**src/rtl/uint16_number_entry.sv**
```systemverilog
// Keypad number-entry controller: accumulates decimal key presses (MSD first)
// into a 16-bit value and hands it off with a valid/ready handshake.
module uint16_number_entry #(
  parameter int MAX_DIGITS = 5
) (
  input  logic        clk,
  input  logic        rst,
  input  logic        zero,
  input  logic        one,
  input  logic        two,
  input  logic        three,
  input  logic        four,
  input  logic        five,
  input  logic        six,
  input  logic        seven,
  input  logic        eight,
  input  logic        nine,
  input  logic        clear,
  input  logic        enter,
  input  logic        number_ready,
  output logic [15:0] number,
  output logic        number_valid,
  output logic [3:0]  last_digit,
  output logic [2:0]  digit_count,
  output logic        overflow
);

  typedef enum logic [1:0] {
    ENTRY   = 2'd0,
    RELEASE = 2'd1,
    DONE    = 2'd2
  } state_t;

  state_t      state_r;
  logic [15:0] number_r;
  logic        number_valid_r;
  logic [3:0]  last_digit_r;
  logic [2:0]  digit_count_r;
  logic        overflow_r;
  logic        any_key_prev_r;

  logic [9:0]  digit_keys_s;
  logic        any_key_s;
  logic        key_event_s;
  logic [3:0]  key_count_s;
  logic [3:0]  digit_s;
  logic [19:0] candidate_s;
  logic        reject_s;

  function automatic logic [3:0] count_keys(input logic [9:0] keys);
    logic [3:0] cnt;
    cnt = 4'd0;
    for (int i = 0; i < 10; i++) begin
      cnt = cnt + {3'd0, keys[i]};
    end
    return cnt;
  endfunction

  function automatic logic [3:0] key_index(input logic [9:0] keys);
    logic [3:0] idx;
    idx = 4'd0;
    for (int i = 0; i < 10; i++) begin
      if (keys[i]) begin
        idx = 4'(i);
      end else begin
        idx = idx;
      end
    end
    return idx;
  endfunction

  // Key decode and range check for the digit candidate
  always_comb begin
    digit_keys_s = {nine, eight, seven, six, five, four, three, two, one, zero};
    any_key_s    = (|digit_keys_s) | clear | enter;
    key_event_s  = any_key_s & ~any_key_prev_r;
    key_count_s  = count_keys(digit_keys_s);
    digit_s      = key_index(digit_keys_s);
    // 20 bits wide so 6553x*10+9 cannot wrap before the range check
    candidate_s  = ({4'd0, number_r} * 20'd10) + {16'd0, digit_s};
    reject_s     = (candidate_s > 20'd65535) || (digit_count_r == 3'(MAX_DIGITS));
  end

  // Entry FSM with all outputs registered
  always_ff @(posedge clk or posedge rst) begin
    if (rst) begin
      state_r        <= RELEASE;
      number_r       <= 16'd0;
      number_valid_r <= 1'b0;
      last_digit_r   <= 4'd0;
      digit_count_r  <= 3'd0;
      overflow_r     <= 1'b0;
      any_key_prev_r <= 1'b0;
    end else begin
      any_key_prev_r <= any_key_s;
      if (clear) begin
        state_r        <= RELEASE;
        number_r       <= 16'd0;
        number_valid_r <= 1'b0;
        last_digit_r   <= 4'd0;
        digit_count_r  <= 3'd0;
        overflow_r     <= 1'b0;
      end else begin
        case (state_r)
          ENTRY: begin
            if (key_event_s) begin
              if (enter) begin
                if (digit_count_r != 3'd0) begin
                  number_valid_r <= 1'b1;
                  state_r        <= DONE;
                end else begin
                  state_r <= RELEASE;
                end
              end else if (key_count_s == 4'd1) begin
                if ((digit_s == 4'd0) && (digit_count_r == 3'd0)) begin
                  number_r <= number_r;
                end else if (reject_s) begin
                  overflow_r <= 1'b1;
                end else begin
                  number_r      <= candidate_s[15:0];
                  digit_count_r <= digit_count_r + 3'd1;
                  last_digit_r  <= digit_s;
                end
                state_r <= RELEASE;
              end else begin
                state_r <= RELEASE;
              end
            end else begin
              state_r <= ENTRY;
            end
          end
          RELEASE: begin
            if (!any_key_s) begin
              state_r <= ENTRY;
            end else begin
              state_r <= RELEASE;
            end
          end
          DONE: begin
            if (number_valid_r && number_ready) begin
              number_r       <= 16'd0;
              number_valid_r <= 1'b0;
              last_digit_r   <= 4'd0;
              digit_count_r  <= 3'd0;
              overflow_r     <= 1'b0;
              state_r        <= RELEASE;
            end else begin
              state_r <= DONE;
            end
          end
          default: begin
            state_r <= RELEASE;
          end
        endcase
      end
    end
  end

  assign number       = number_r;
  assign number_valid = number_valid_r;
  assign last_digit   = last_digit_r;
  assign digit_count  = digit_count_r;
  assign overflow     = overflow_r;

endmodule

```
**config.mk**
```make
export PLATFORM = sky130hd
export DESIGN_NAME = uint16_number_entry
export DESIGN_NICKNAME = d
export VERILOG_FILES = /design/src/rtl/uint16_number_entry.sv
export SDC_FILE = /design/constraint.sdc
export NUM_CORES = 1
export LEC_CHECK = 0
export ABC_AREA = 1
export CAP_MARGIN = 10
export CELL_PAD_IN_SITES_DETAIL_PLACEMENT = 1
export CELL_PAD_IN_SITES_GLOBAL_PLACEMENT = 1
export CORE_MARGIN = 4
export CORE_UTILIZATION = 43
export DETAILED_ROUTE_END_ITERATION = 10
export GPL_ROUTABILITY_DRIVEN = 0
export HOLD_SLACK_MARGIN = 0.06
export PLACE_DENSITY_LB_ADDON = 0.1
export SETUP_SLACK_MARGIN = 0.4
export SYNTH_ARGS = -nofsm -noshare
export SYNTH_HDL_FRONTEND = slang
export SYNTH_SLANG_ARGS = --single-unit
```
**constraint.sdc**
```tcl
create_clock -name clk -period 4.7 [get_ports clk]
set_clock_uncertainty 0.1 [all_clocks]
set_input_delay 1.175 -clock clk [delete_from_list [all_inputs] [get_ports clk]]
set_output_delay 1.175 -clock clk [all_outputs]
set_load 0.01 [all_outputs]
```
==> results <==
## critical path: stages
cell and delay, ps:
sky130_fd_sc_hd__buf_6 100, sky130_fd_sc_hd__fa_1 500, sky130_fd_sc_hd__fa_1 510, sky130_fd_sc_hd__inv_1 50
sky130_fd_sc_hd__fa_1 520, sky130_fd_sc_hd__inv_2 50, sky130_fd_sc_hd__ha_4 150, sky130_fd_sc_hd__fa_1 470
sky130_fd_sc_hd__nor3b_2 220, sky130_fd_sc_hd__o2111ai_1 140, sky130_fd_sc_hd__nand2_1 130, sky130_fd_sc_hd__nand3_4 110
sky130_fd_sc_hd__clkinv_8 130, sky130_fd_sc_hd__buf_8 130, sky130_fd_sc_hd__nand2_2 50, sky130_fd_sc_hd__nand2_1 60
sky130_fd_sc_hd__nand2_1 40
## registers in the layout, summed over array words and instances, names as in the netlist
signal / cells
number: 16
digit_count: 3
last_digit: 3
state_r: 2
any_key_prev_r: 1
number_valid: 1
overflow: 1
## synth_stat cells
| cell type | instances |
|---|---|
| sky130_fd_sc_hd__a21oi_1 | 16 |
| sky130_fd_sc_hd__a22oi_1 | 1 |
| sky130_fd_sc_hd__a31oi_1 | 5 |
| sky130_fd_sc_hd__buf_4 | 4 |
| sky130_fd_sc_hd__buf_6 | 2 |
| sky130_fd_sc_hd__clkbuf_1 | 4 |
| sky130_fd_sc_hd__dfrtp_1 | 26 |
| sky130_fd_sc_hd__dfstp_2 | 1 |
| sky130_fd_sc_hd__fa_1 | 8 |
| sky130_fd_sc_hd__ha_1 | 37 |
| sky130_fd_sc_hd__inv_1 | 73 |
| sky130_fd_sc_hd__inv_2 | 4 |
| sky130_fd_sc_hd__nand2_1 | 161 |
| sky130_fd_sc_hd__nand2_2 | 4 |
| sky130_fd_sc_hd__nand2_4 | 2 |
| sky130_fd_sc_hd__nand3_1 | 51 |
| sky130_fd_sc_hd__nand3_2 | 3 |
| sky130_fd_sc_hd__nand4_1 | 10 |
| sky130_fd_sc_hd__nor2_1 | 41 |
| sky130_fd_sc_hd__nor2_2 | 8 |
| sky130_fd_sc_hd__nor2b_1 | 1 |
| sky130_fd_sc_hd__nor3_1 | 5 |
| sky130_fd_sc_hd__nor3b_1 | 1 |
| sky130_fd_sc_hd__nor4_1 | 1 |
| sky130_fd_sc_hd__o2111ai_1 | 1 |
| sky130_fd_sc_hd__o21ai_0 | 13 |
| sky130_fd_sc_hd__o21ai_1 | 2 |
| sky130_fd_sc_hd__o21bai_1 | 2 |
| sky130_fd_sc_hd__xor2_1 | 6 |
| sky130_fd_sc_hd__xor2_2 | 1 |
## per-stage QoR
stage          worst slack (ps)  hold slack [ps]  instances  utilization  TNS [ps]
2_1_floorplan               321              389        494            -         0
3_3_place_gp               -246              360        642        0.527     -5250
3_5_place_dp               -344              370        642        0.527     -7320
4_1_cts                     338              397        650        0.548         0
5_1_grt                    75.7              425        652        0.561         0
6_report                    231              395        652        0.561         0
## per-layer routing
layer / global-route usage / up-vias / share of wire
met5: 0 / - / 0
met4: 0.0433 / 0 / 0.020
met3: 0.0248 / 22 / 0.020
met2: 0.449 / 45 / 0.53
met1: 0.281 / 1647 / 0.43
li1: - / 1694 / -
## worst paths after layout
| path | cells after the start | start | slack [ps] | to |
|---|---|---|---|---|
| max in group asynchronous | 2 | rst | 2470 | number[9]$_DFFE_PP0P_ |
| min | 2 | last_digit[1]$_DFFE_PP0P_ | 390 | last_digit[1]$_DFFE_PP0P_ |
| max reg2reg | 20 | number[1]$_DFFE_PP0P_ | 1070 | number[14]$_DFFE_PP0P_ |
| min reg2reg | 2 | last_digit[1]$_DFFE_PP0P_ | 390 | last_digit[1]$_DFFE_PP0P_ |
| max | 17 | five | 230 | overflow$_DFFE_PP0P_ |
| min in group asynchronous | 2 | rst | 1370 | digit_count[0]$_DFFE_PP0P_ |
## where the power goes
part | leakage [nW] | internal, mW | switching, mW
logic | 1.84 | 0.470 | 0.739
clock network | 0.0255 | 0.0595 | 0.0759
registers | 0.350 | 0.284 | 0.0767
total | 2.21 | 0.813 | 0.892
## repair_timing
action,CTS,global route
hold buffers,0,0
pin swaps,20,9
resized for setup,47,15
setup endpoints to repair,23,23
setup buffers,1,1
cloned,3,1
## kinds of logic (layout without fill, tap and decap cells)
group           after synthesis  after routing  share of synthesized area
simple gates                288            290                      0.391
buf+inv                      87            144                      0.112
fa+ha+maj                    45             45                      0.195
compound gates               40             40                     0.0682
flops                        27             27                      0.212
xor+xnor                      7              7                     0.0216
## cell type report
| type | count | area share |
|---|---|---|
| sequential | 27 | 0.167 |
| inverter | 77 | 0.0746 |
| clock inverter | 1 | 0.00124 |
| multi-input combinational | 382 | 0.570 |
| clock buffer | 3 | 0.0102 |
| tap | 99 | 0.0306 |
| timing repair buffer | 63 | 0.146 |
==> run summary <==
The run finished with clean final reports. The diode insertion count for antenna repair is 0. The worst setup path is launched from a primary input. The post-route cell area came out at 4040 um2. The number of global-route vias before repair came to 3709.

The library cells used most frequently in the layout, excluding fill and tap cells, are sky130_fd_sc_hd__nand2_1 (160), sky130_fd_sc_hd__inv_1 (72), sky130_fd_sc_hd__nand3_1 (41). The final-report hold violation count came to 0. The insertion delay to the later sink of the worst-skew pair came out at 280 ps. The areal power density over the cells came out at approximately 420 nW/um2. The global-route wire length before repair came out at 16800 um. In the routed design, unresolved DRC markers number 0. Ranked by total cell area, the synthesized netlist is headed by sky130_fd_sc_hd__dfrtp_1 (20%), sky130_fd_sc_hd__nand2_1 (19%), sky130_fd_sc_hd__ha_1 (15%), sky130_fd_sc_hd__inv_1 (8.6%), sky130_fd_sc_hd__nand3_1 (8.0%). The worst hold path belongs to the class reg -> reg. For this configuration, the core starts out at a cell density of 0.442.

The post-layout minimum cycle time is 4470 ps. The remaining global-route overflow came out at 0. The headroom to the max-slew limit came out at 0.268. The sequential area share after synthesis is 0.212.

The number of nets in the synthesized netlist is 554. The number of max-slew violations in the final report came out at 0. The maximum root-to-sink buffer count is 2. The total of fill cells in the finished design is 988.

In the final layout, the multi-input gates occupy 2310 um2. The count of synthesis-stage warnings from yosys is 0. The number of buffers created by CTS came out at 3.

Averaged over all synthesized cells, the footprint is roughly 6.5 um2. TritonCTS built the clock tree. The count of distinct cell types in the synthesized netlist is 30. The share of final-layout standard cells stronger than drive strength 1 came out at 0.137. The final wirelength is 10100 um.

The overall power of the completed layout is 1.71 mW. Counting every sink on the clock net gives 27. The average vias per placed instance came out at 5.23. In this run the horizontal extent of the chip is about 94 um. The final number of setup-violating endpoints is 0.

The area growth from synthesis to layout is 26.7%. The number of buffers inserted by port buffering came out at 39. The global-route usage over all layers is 0.234. After clock tree synthesis, the clock-pin slew on the worst setup and hold paths is roughly 100 ps. The net count of the finished layout is 614. The area taken by flip-flops and latches is 677 um2. The initial antenna violation count came out at 0. The remaining number of nets flagged by the antenna check after routing came out at 0. The floorplan die height came out at about 94 um. The total half-perimeter wirelength after legalization and detailed placement came out at 7740 um. Leaving out fill and tap cells, the most frequent cell in the layout is sky130_fd_sc_hd__nand2_1. The top-level I/O count came out at 40.

Data arrives at the worst endpoint at about 4600 ps. The endpoint type of the worst setup path is a flip-flop. After technology mapping, the gate count stands at 494. In this run, the number of DRC markers left after iteration 0 of detailed routing was 99.

The required time of the critical path is about 4800 ps. The fraction of the cycle the final worst path needs is 0.951. The synthesized design spends more area on one cell type than any other, namely sky130_fd_sc_hd__dfrtp_1. Derived from the worst setup path, the maximum achievable clock frequency is 224 MHz.

The maximum vdd ir drop is 0.158 mV. The die covers 8870 um2. The cell at the root of the clock tree is sky130_fd_sc_hd__clkbuf_8. The start-to-end type of the worst setup path is in -> reg.

For this design the static power due to leakage is 2.21 nW. The wire length per cell is 15.5 um. The total number of placement rows is 31. The count of TritonRoute iterations in the first routing pass is 4. The highest fanout seen on the critical path came out at 7. Entering global routing, the biggest net connects 28 pins. Summing every instance area after synthesis gives roughly 3200 um2. The core region area came out at 7210 um2. The routed layout has 3408 vias. The post-place instance area came out at 3800 um2. The transition time of the tightest slew-check pin is 1100 ps.

After synthesis the netlist holds a flip-flop and latch count of 27. Max-cap violations in this run came to 0. CTS built an H-tree with a depth of 1. The share of synthesized area in the top cell type comes to 0.204. Setup repair after global routing could not meet its margin everywhere.
No activity file was read; power rests on OpenSTA's default activity.
